===== src/rtl/cordic_atan_stream_rom.sv =====
// Arctangent table for the CORDIC core. It has a registered random-access read port
// and a valid/ready stream port that walks consecutive table entries.
module cordic_atan_stream_rom #(
    parameter int DATA_W = 32,
    parameter int FRAC_W = 30,
    parameter int DEPTH  = 32,
    parameter int ADDR_W = 5
) (
    input  logic              clk,
    input  logic              rst_n,
    input  logic              rd_en,
    input  logic [ADDR_W-1:0] rd_addr,
    output logic              rd_valid,
    output logic [DATA_W-1:0] rd_data,
    input  logic              start,
    input  logic [ADDR_W-1:0] start_idx,
    input  logic [ADDR_W:0]   count,
    output logic              busy,
    output logic              s_valid,
    input  logic              s_ready,
    output logic [DATA_W-1:0] s_data,
    output logic [ADDR_W-1:0] s_idx,
    output logic              s_last
);

    localparam int PREC = 128;
    localparam int CW   = PREC + 8;
    localparam int ROWS = 2 ** ADDR_W;

    typedef logic [CW-1:0] wide_t;
    typedef enum logic {IDLE, RUN} state_t;

    // atan(1/n) as a Taylor series at 2^-128 resolution. That leaves enough guard bits
    // for the final rounding to match the exact value, even for near-ties at i = FRAC_W+1.
    function automatic wide_t atan_recip(input wide_t n);
        wide_t power;
        wide_t nsq;
        wide_t sum;
        wide_t term;
        power = (wide_t'(1) << PREC) / n;
        nsq   = n * n;
        sum   = '0;
        for (int k = 0; k < 100; k++) begin
            term = power / wide_t'(2 * k + 1);
            if (k % 2 == 0) sum = sum + term;
            else            sum = sum - term;
            power = power / nsq;
        end
        return sum;
    endfunction

    function automatic logic [DATA_W-1:0] atan_entry(input int i);
        wide_t exact;
        wide_t rounded;
        if (i == 0)
            exact = atan_recip(wide_t'(2)) + atan_recip(wide_t'(3));
        else if (i > FRAC_W + 1)
            exact = '0;
        else
            exact = atan_recip(wide_t'(1) << i);
        rounded = (exact + (wide_t'(1) << (PREC - FRAC_W - 1))) >> (PREC - FRAC_W);
        return rounded[DATA_W-1:0];
    endfunction

    logic [DATA_W-1:0] rom [ROWS];

    for (genvar g = 0; g < ROWS; g++) begin : g_rom
        localparam logic [DATA_W-1:0] VAL = (g < DEPTH) ? atan_entry(g) : '0;
        assign rom[g] = VAL;
    end

    always_ff @(posedge clk) begin
        if (!rst_n) begin
            rd_valid <= 1'b0;
            rd_data  <= '0;
        end else begin
            rd_valid <= rd_en;
            if (rd_en) rd_data <= rom[rd_addr];
        end
    end

    state_t            state;
    logic [ADDR_W:0]   remaining;
    logic [ADDR_W-1:0] next_idx;

    always_comb begin
        next_idx = s_idx + 1'b1;
        if (s_idx == ADDR_W'(DEPTH - 1)) next_idx = '0;
    end

    // remaining counts the word currently presented, so the last one is up when it reaches 1
    always_ff @(posedge clk) begin
        if (!rst_n) begin
            state     <= IDLE;
            remaining <= '0;
            busy      <= 1'b0;
            s_valid   <= 1'b0;
            s_data    <= '0;
            s_idx     <= '0;
            s_last    <= 1'b0;
        end else begin
            case (state)
                IDLE: begin
                    if (start && count != '0) begin
                        state     <= RUN;
                        remaining <= count;
                        busy      <= 1'b1;
                        s_valid   <= 1'b1;
                        s_idx     <= start_idx;
                        s_data    <= rom[start_idx];
                        s_last    <= (count == (ADDR_W + 1)'(1));
                    end
                end
                RUN: begin
                    if (s_ready) begin
                        if (s_last) begin
                            state     <= IDLE;
                            remaining <= '0;
                            busy      <= 1'b0;
                            s_valid   <= 1'b0;
                            s_last    <= 1'b0;
                        end else begin
                            remaining <= remaining - 1'b1;
                            s_idx     <= next_idx;
                            s_data    <= rom[next_idx];
                            s_last    <= (remaining == (ADDR_W + 1)'(2));
                        end
                    end
                end
                default: state <= IDLE;
            endcase
        end
    end

endmodule


===== config.mk =====
export PLATFORM = sky130hd
export DESIGN_NAME = cordic_atan_stream_rom
export DESIGN_NICKNAME = d
export VERILOG_FILES = /design/src/rtl/cordic_atan_stream_rom.sv
export SDC_FILE = /design/constraint.sdc
export NUM_CORES = 1
export LEC_CHECK = 0
export ABC_AREA = 1
export BUFFER_PORTS_ARGS = -buffer_cell sky130_fd_sc_hd__buf_2
export CAP_MARGIN = 20
export CORE_ASPECT_RATIO = 0.75
export CORE_MARGIN = 5
export CORE_UTILIZATION = 57
export DETAILED_ROUTE_END_ITERATION = 7
export HOLD_SLACK_MARGIN = 0.05
export PLACE_DENSITY = 0.9
export SLEW_MARGIN = 20
export SYNTH_ARGS = -nofsm -noshare
export SYNTH_HDL_FRONTEND = slang
export SYNTH_SLANG_ARGS = --single-unit

===== constraint.sdc =====
create_clock -name clk -period 2.5 [get_ports clk]
set_input_delay 0.25 -clock clk [delete_from_list [all_inputs] [get_ports clk]]
set_output_delay 0.25 -clock clk [all_outputs]
set_load 0.05 [all_outputs]

## After elaboration in Yosys (flattened, before gate mapping)

Memories as Yosys holds them, arrays and structs flattened. A register that Yosys moved wholly into a read port is not among the register bits.
Index checks and enable logic that the tools add are counted.
W data, S select, Z words.

- Bits in registers: 47
- Latch bits: 0
- RAM bits: 0
- Memory bits (read-only): 3072
- Memories kept: 3

Memories:

| name | depth | bits a word | read ports | clocked after Yosys merged registers in | wr ports | RTL line | text |
|---|---|---|---|---|---|---|---|
| (name not given) | 32 | 32 | 1 | 0 | 0 | 125 | `s_data <= rom[next_idx];` |
| (name not given) | 32 | 32 | 1 | 0 | 0 | 110 | `s_data <= rom[start_idx];` |
| (name not given) | 32 | 32 | 1 | 1 | 0 | 78 | `if (rd_en) rd_data <= rom[rd_addr];` |

- Add/sub/neg operators: 2
- $mul: 0
- Div/mod/pow operators: 0
- Magnitude comparators: 2
- Equality and inequality tests: 7
- Shift operators: 0
- Multiplexer cells: 29
- Bitwise gates (word level): 4
- Reductions and logical operators: 6

Operators by type and width:

| operator | count |
|---|---|
| $mux W32 | 7 |
| $pmux W32 S2 | 1 |
| $mux W5 | 4 |
| $mux W6 | 3 |
| $not A5 Y6 | 3 |
| $ge A6 B6 Y1 const B | 2 |
| $pmux W6 S2 | 1 |
| $pmux W5 S2 | 1 |
| $mux W1 | 9 |
| $ne A2 B2 Y1 const B | 4 |
| $eq A6 B1 Y1 const B | 1 |
| $eq A6 B2 Y1 const B | 1 |
| $pmux W1 S2 | 3 |
| $reduce_and A3 Y1 | 2 |
| $reduce_bool A6 Y1 | 1 |
| $sub A6 B1 Y6 const B | 1 |
| $add A5 B1 Y5 const B | 1 |
| $eq A5 B5 Y1 const B | 1 |
| $reduce_and A2 Y1 | 1 |
| $logic_and A1 B1 Y1 | 1 |
| $logic_not A1 Y1 | 1 |
| $not A1 Y1 | 1 |

## Longest topological paths before layout

Gate-level depths: netlist of run 1.

- Depth after elaboration: 9
- Depth in mapped cells: 17
- Gate-level depth less buffers: 17

## Worst setup path after synthesis of run 1

No wires, ideal clock.

- Kind: register to register
- From: register s_idx[0]
- To: register s_data[4]
- Library setup time: 56 ps
- Arrival time: 2537 ps
- Data required time: 2444 ps
- Path slack: -93 ps
- Cell stages (with the launch flop): 17
- Cell sequence: dfxtp_1 > ha_1 > nand2_2 > nor2_1 > ha_1 > nor2_1 > inv_1 > ha_1 > inv_1 > nand2_1 > o21ai_0 > nand2_1 > nand2_1 > nand2_1 > nand3_1 > nand2_1 > inv_1

- Cells in the longest elaborated chain, start to end: 9
- Elaborated cells between the ends (all ways): 10
- Those cells by class: 1 x add/sub; 1 x eq/ne; 6 x mux; 1 x bitwise; 1 x memory

Ends and longest elaborated chain:

| what | RTL line | text |
|---|---|---|
| from (decl) | 22 | `output logic [ADDR_W-1:0] s_idx,` |
| from (signal assigned) | 109 | `s_idx <= start_idx;` |
| from (signal assigned) | 124 | `s_idx <= next_idx;` |
| $add A5 B1 Y5 / $eq A5 B5 Y1 (equally long branches) | 87, 88 |  |
| $mux W5 (*) | 88 | `if (s_idx == ADDR_W'(DEPTH - 1)) next_idx = '0;` |
| $not A5 Y6 (not written as such) (*) | 125 |  |
| $mem_v2 Z32 W32 (*) | -- |  |
| $mux W32 (not written as such) (*) (2 in series) | 125 |  |
| $mux W32 (*) | 116 | `if (s_last) begin` |
| $mux W32 (*) | 115 | `if (s_ready) begin` |
| $pmux W32 S2 (*) | 102 | `case (state)` |
| to (signal assigned) | 110 |  |
| to (signal assigned) | 125 |  |
| to (decl) | 21 | `output logic [DATA_W-1:0] s_data,` |

Mark *: on every way between the ends. The rest lies on a longest branch, timed or not. The select of a mux whose other input is x is not followed.
A chain may end at the register's enable or synchronous reset.

## Worst setup path after layout of run 1

- From: register s_idx[0]
- To: register s_data[20]

The elaborated chain is that of the path after synthesis.

==> key figures, run 1 <==
Cells and area
  • # diodes: 0
  • Layout area overhead: 16.2%
  • Fillers: 767
  • Final nets: 917
  • Design area: 5840 um^2
  • Layout cells sized above 1: 18.9%

Timing
  • TNS Setup: 0 ns
  • Min cycle time layout: 2.35 ns
  • Rel. slew slack: 43.5%
  • # setup viols final: 0
  • Fmax: 425 MHz
  • Clk_skew: 0.00799 ns
  • Post-route clock period utilization: 94.2%
  • Final-report hold violation count: 0
  • Final Max Tran Viols: 0
  • RSZ-0062 raised after global routing: no
  • Worst slew pin tran: 0.846 ns

Critical path
  • Crit start category: flop
  • Worst-path maximum fanout: 6
  • Req. time, crit path: 2.74 ns
  • CP most frequent cell: nor2_1
  • Crit Path Class: flop to flop
  • Crit path max-delay family: simple AND/OR/NAND/NOR gates
  • CP arrival: 2.59 ns
  • Setup crit end kind: flop
  • CP bufs+invs: 2
  • CP max-delay cell: dfxtp_2
  • CP max stage delay: 0.39 ns
  • Crit path cell chain: ha_2 > nand2_2 > nor2_1 > ha_1 > inv_2 > nand2_1 > inv_1 > ha_1 > nor2_1 > nand2_1 > nand2_1 > nor2_1 > nor3_1 > nor2_1

Clocking
  • Max Buffers Root-to-Sink: 2
  • H-tree levels: 3
  • CTS Root Buffer Type: clkbuf_16
  • CTS tree: done
  • Clock sinks: 75
  • Post-CTS sizing: 0
  • Clock transition at path regs: 0.06 ns
  • Total CTS buffers: 9
  • Setup bufs post-CTS: 0
  • Hold-fix buffers, CTS: 0
  • Worst-Skew Late Latency: 0.35 ns

Synthesis
  • Ys flop type: dfxtp_1
  • Avg Synthesized Cell Area: 6.35 um^2
  • Post-synthesis sequential area ratio: 29.9%
  • Post-synth EDFFs: 0
  • Synth Area in Adders: 5.48%
  • Mux cell area share after synthesis: 0%
  • Simple-gate share of the synthesized area: 32.5%
  • Area leader, netlist: dfxtp_1
  • Top post-synthesis cells by area: dfxtp_1 30%, nand2_1 13%, o21ai_0 8.9%
  • Synth Area in XOR/XNOR: 0.174%
  • Top-area cell type share of the netlist area: 29.9%
  • Netlist Area Pre-Place: 5030 um^2
  • Fraction of registers with async set/reset: 0%
  • Cells after synthesis: 792
  • Post-synth cell types: 36
  • Ys Warns: 0
  • Compound-cell area share of the yosys netlist: 20.5%
  • Seq cells post-synth: 75
  • Largest family of logic cells by synthesized area: simple AND/OR/NAND/NOR gates

Place
  • GP Congestion: 1.02
  • Post-DP Area: 5520 um^2
  • Final HPWL DP: 11.8 mm
  • Port Buf Inserts: 89

Floorplan
  • Initial core utilization: 58.9%
  • Die Y: 91.3 um
  • Row count: 29
  • Die area: 10800 um^2
  • Core area: 8530 um^2
  • Die width: 118 um
  • I/O pin count: 94

Power and ir drop
  • Comb power frac: 33.8%
  • VDD IR-drop max: 630 uV
  • Static Leak: 2.87 nW
  • Switch share: 40.0%
  • PwrDens: 709 nW/um^2
  • Clock power frac: 33.1%
  • Sequential share of power: 33.0%
  • Net Switching: 1.65 mW
  • Pint: 2.48 mW

Run
  • Max-cap violations: 0

Global routing
  • First-pass GRT wire length: 25.4 mm
  • GRT overflow: 0
  • Overall Global Routing Usage: 28.8%
  • Vias in the first global route: 5002
  • Initial antenna violation count: 0
  • Largest net degree at the start of global routing: 46

Drt
  • Total routed wirelength: 15.9 mm
  • First drt pass iteration count: 6
  • Antenna-violating nets left: 0
  • Via count: 5638
  • Post-DR vias/cell: 5.71
  • DRC: 0
  • DR WL/cell: 16.1 um
  • Drt initial violations: 580

Min path
  • Hold Path Class: input port to flop

Status
  • Status: complete, no violations
==> cells in the mapped netlist (9+ instances only) <==
| library cell | n |
|---|---|
| o21ai_0 | 89 |
| inv_1 | 70 |
| buf_2 | 14 |
| nand3_1 | 57 |
| a31oi_1 | 11 |
| clkbuf_1 | 12 |
| a21oi_1 | 74 |
| nand2_1 | 169 |
| buf_6 | 9 |
| ha_1 | 22 |
| dfxtp_1 | 75 |
| nor2_1 | 116 |
==> worst register-to-register path, cell delays in order (launching register included) <==
cell	delay [ns]
dfxtp_2	0.39
ha_2	0.23
nand2_2	0.08
nor2_1	0.12
ha_1	0.21
inv_2	0.09
nand2_1	0.09
inv_1	0.12
ha_1	0.24
nor2_1	0.20
nand2_1	0.08
nand2_1	0.07
nor2_1	0.04
nor3_1	0.21
nor2_1	0.07
==> per-stage QoR <==
stage	hold slack, ns	cells	setup slack, ns	power [mW]	utilization, %
finish	0.178	987	0.145	4.14	68.5
global route	0.201	987	0.00961	4.33	68.5
CTS	0.176	987	0.0802	4.12	68.3
detailed placement	0.456	971	0.119	2.75	64.7
global placement	0.452	971	0.191	2.75	64.7
floorplan	0.390	795	0.0891	2.43	-
==> layout make-up <==
class                           count  area (um^2)  area share, %
Timing Repair Buffer              113          626           10.7
Tap cell                          108          135           2.31
Inverter                           75          284           4.86
Clock buffer                       10          239           4.09
Sequential cell                    75         1500           25.7
Multi-Input combinational cell    600         2980           51.0
Clock inverter                      6         71.3           1.22
==> per-layer routing <==
| metal | vias up | GRT usage [%] | wire [um] |
|---|---|---|---|
| li1 | 2756 | - | - |
| met4 | 0 | 6.33 | 221 |
| met5 | - | 0 | 0 |
| met3 | 23 | 8.70 | 2120 |
| met1 | 2488 | 43.0 | 7180 |
| met2 | 371 | 40.8 | 6390 |
==> power by group through the flow <==
stage / clock network (mW) / logic, mW / registers (mW)
finish: 1.37 / 1.40 / 1.37
global route: 1.44 / 1.52 / 1.38
CTS: 1.38 / 1.37 / 1.37
detailed placement: 0 / 1.37 / 1.39
global placement: 0 / 1.36 / 1.39
floorplan: 0 / 0.730 / 1.70
==> final timing paths <==
kind         cells after the start  slack (ns)   startpoint           to
min                              3        0.18        start        state
min reg2reg                      2        0.46  rd_data[26]  rd_data[26]
max reg2reg                     14        0.15     s_idx[0]   s_data[20]
max                             14        0.15     s_idx[0]   s_data[20]
==> cell families after synthesis <==
logic type      Yosys count
fa+ha+maj                22
compound gates          194
other cells               1
simple gates            379
xor+xnor                  1
buf+inv                 120
flops                    75
==> registers in the layout (all words and copies together), names as in the netlist <==
signal / cells
s_last: 1
remaining: 6
rd_valid: 1
s_idx: 5
rd_data: 30
s_valid: 1
state: 1
s_data: 30
==> layout by cell type (no fill, tap or decap), types with 3 or more instances in the layout <==
master and count:
nor2_1 114, ha_2 3, a32oi_1 3, nor2_2 4, nand4_1 7, o211ai_1 5, ha_1 19, nor2_4 6
conb_1 4, nand2_4 3, o21ai_0 89, buf_2 89, a31oi_1 11, clkbuf_16 9, dfxtp_1 73, nand2_1 169
nand3_2 3, nor3_1 7, inv_1 69, inv_2 5, nand2_2 7, buf_4 24, inv_6 3, a21oi_1 73
o21ai_1 4, nand3_1 57
No activity file was read; power rests on OpenSTA's default activity.
==> inputs of run 2 (changes only) <==
--- a/config.mk
+++ b/config.mk
@@ -10,10 +10,10 @@
 export CAP_MARGIN = 20
 export CORE_ASPECT_RATIO = 0.75
 export CORE_MARGIN = 5
-export CORE_UTILIZATION = 57
+export CORE_UTILIZATION = 61
 export DETAILED_ROUTE_END_ITERATION = 7
 export HOLD_SLACK_MARGIN = 0.05
-export PLACE_DENSITY = 0.9
+export PLACE_DENSITY = 0.95
 export SLEW_MARGIN = 20
 export SYNTH_ARGS = -nofsm -noshare
 export SYNTH_HDL_FRONTEND = slang
==> constraint.sdc (replaced) <==
create_clock -name clk -period 2.9 [get_ports clk]
set_input_delay 0.29 -clock clk [delete_from_list [all_inputs] [get_ports clk]]
set_output_delay 0.29 -clock clk [all_outputs]
set_load 0.05 [all_outputs]
==> run 2 against run 1 <==
Against the previous run:
- critical path depth is 3 higher
- die area is 5.9% lower
- sequential cell count stayed put
- critical path type unchanged
- total power is 22% lower
- largest power group is now sequential cells
- worst hold slack better by 0.010 ns
- via count is 1.0% higher
- clock power is 34% lower
- maximum frequency is 10% lower
==> key figures, run 2 (synthesized netlist as in run 1, its figures left out) <==
Place
  • GP Congestion: 1.05 (was 1.02)
  • Port Buf Inserts: 89 (unchanged)
  • Place WS: 0.290 ns (was 0.119 ns)
  • Final HPWL DP: 11.2 mm (was 11.8 mm)

Drt
  • Antenna-violating nets left: 0 (unchanged)
  • First drt pass iteration count: 6 (unchanged)
  • Via count: 5695 (was 5638)
  • DRC: 0 (unchanged)
  • Post-DR vias/cell: 5.90 (was 5.71)
  • DR WL/cell: 16.2 um (was 16.1 um)
  • Total routed wirelength: 15.7 mm (was 15.9 mm)
  • Drt initial violations: 757 (was 580)

Global routing
  • GRT overflow: 0 (unchanged)
  • Overall Global Routing Usage: 30.7% (was 28.8%)
  • First-pass GRT wire length: 24.8 mm (was 25.4 mm)
  • Vias in the first global route: 5063 (was 5002)
  • Initial antenna violation count: 0 (unchanged)
  • Largest net degree at the start of global routing: 46 (unchanged)

Cells and area
  • Highest-count cells in the layout ignoring fill and taps: 169 x nand2_1, 116 x nor2_1, 89 x o21ai_0, 89 x buf_2, 75 x dfxtp_1 (was 169 x nand2_1, 114 x nor2_1, 89 x o21ai_0, 89 x buf_2)
  • Regs by FF count: rd_data x30, s_data x30, remaining x6 (unchanged)
  • Layout cells sized above 1: 16.1% (was 18.9%)
  • Final Core Density: 70.2% (was 68.5%)
  • Final nets: 900 (was 917)
  • Layout area overhead: 11.2% (was 16.2%)
  • Fillers: 709 (was 767)
  • Commonest non-fill, non-tap cell in the layout: nand2_1 (unchanged)
  • # diodes: 0 (unchanged)

Power and ir drop
  • Switch share: 41.8% (was 40.0%)
  • Pint: 1.89 mW (was 2.48 mW)
  • Comb power frac: 36.1% (was 33.8%)
  • Static Leak: 2.75 nW (was 2.87 nW)
  • Clock power frac: 27.7% (was 33.1%)
  • VDD IR-drop max: 438 uV (was 630 uV)
  • Net Switching: 1.36 mW (was 1.65 mW)
  • Sequential share of power: 36.2% (was 33.0%)
  • PwrDens: 581 nW/um^2 (was 709 nW/um^2)

Min path
  • Hold Path Class: input port to flop (unchanged)

Critical path
  • Worst-path maximum fanout: 7 (was 6)
  • CP arrival: 2.90 ns (was 2.59 ns)
  • Req. time, crit path: 3.18 ns (was 2.74 ns)
  • Crit start category: flop (unchanged)
  • Reg2reg setup slack: 0.28 ns (was 0.15 ns)
  • Crit Path Class: flop to flop (unchanged)
  • Setup crit end kind: flop (unchanged)

Timing
  • Fmax: 382 MHz (was 425 MHz)
  • TNS Setup: 0 ns (unchanged)
  • Clk_skew: 0.00937 ns (was 0.00799 ns)
  • Final Max Tran Viols: 0 (unchanged)
  • Worst Setup Slack, final: 0.283 ns (was 0.145 ns)
  • Post-route clock period utilization: 90.2% (was 94.2%)
  • Rel. slew slack: 37.2% (was 43.5%)
  • Final-report hold violation count: 0 (unchanged)
  • Min cycle time layout: 2.62 ns (was 2.35 ns)
  • Worst slew pin tran: 0.941 ns (was 0.846 ns)
  • RSZ-0062 raised after global routing: no (unchanged)
  • # setup viols final: 0 (unchanged)

Floorplan
  • Initial core utilization: 63.2% (was 58.9%)
  • I/O pin count: 94 (unchanged)
  • Die Y: 88.6 um (was 91.3 um)
  • Die width: 115 um (was 118 um)
  • Die area: 10200 um^2 (was 10800 um^2)
  • Row count: 28 (was 29)
  • Core area: 7950 um^2 (was 8530 um^2)

Clocking
  • Total CTS buffers: 9 (unchanged)
  • CTS Root Buffer Type: clkbuf_8 (was clkbuf_16)
  • Setup bufs post-CTS: 0 (unchanged)
  • Worst-Skew Late Latency: 0.38 ns (was 0.35 ns)
  • Max Buffers Root-to-Sink: 2 (unchanged)
  • CTS tree: done (unchanged)
  • Clock sinks: 75 (unchanged)
  • H-tree levels: 3 (unchanged)
  • Clock transition at path regs: 0.08 ns (was 0.06 ns)

Run
  • Max-cap violations: 0 (unchanged)

Status
  • Status: complete, no violations (unchanged)
run 2: final cells by class:
type | instances | area, um^2 | share of cell area (%)
Tap cell | 105 | 131 | 2.35
Sequential cell | 75 | 1500 | 26.9
Clock inverter | 5 | 78.8 | 1.41
Multi-Input combinational cell | 600 | 2970 | 53.1
Clock buffer | 10 | 128 | 2.28
Timing Repair Buffer | 96 | 498 | 8.91
Inverter | 75 | 284 | 5.08
run 2: power by group through the flow:
stage                     clock (mW)  combinational, mW  sequential [mW]
after detailed placement           0               1.14             1.20
after global routing           0.946               1.27             1.18
final                          0.899               1.17             1.17
after floorplan                    0              0.629             1.46
after global placement             0               1.14             1.19
after CTS                      0.896               1.14             1.17
run 2: final timing paths:
| kind | start | end | cells after the start |
|---|---|---|---|
| max reg2reg | s_idx[0] | s_data[4] | 17 |
| max | s_idx[0] | s_data[4] | 17 |
| min | start | state | 3 |
| min reg2reg | rd_data[22] | rd_data[22] | 2 |
run 2: layer usage:
metal,wire length (um),GRT usage (%),up-vias
li1,-,-,2732
met1,6850,44.6,2554
met2,6350,43.8,376
met3,2220,10.0,33
met4,227,7.57,0
met5,0,0,-
run 2: timing repair:
action	4_1_cts	5_1_grt
setup endpoints to repair	0	1
hold buffers	0	0
resized for setup	0	1
run 2: through the flow:
stage / cells / hold slack [ns] / power [mW] / cell area (um^2)
2_1_floorplan: 795 / 0.430 / 2.09 / 5040
3_3_place_gp: 951 / 0.452 / 2.33 / 5380
3_5_place_dp: 951 / 0.454 / 2.33 / 5380
4_1_cts: 966 / 0.183 / 3.21 / 5590
5_1_grt: 966 / 0.191 / 3.40 / 5590
6_report: 966 / 0.188 / 3.25 / 5590
run 2: worst max-delay path: stages (launching register included):
cell and delay [ns]:
dfxtp_1 0.36, ha_1 0.26, nand2_2 0.12, nor2_1 0.06, ha_1 0.18, inv_1 0.17, nand2_1 0.23, inv_2 0.17
ha_1 0.25, inv_1 0.08, nand2_1 0.10, o21ai_0 0.13, nand2_1 0.09, nand2_1 0.06, nand2_1 0.05, nand3_1 0.07
nand2_1 0.08, inv_1 0.04
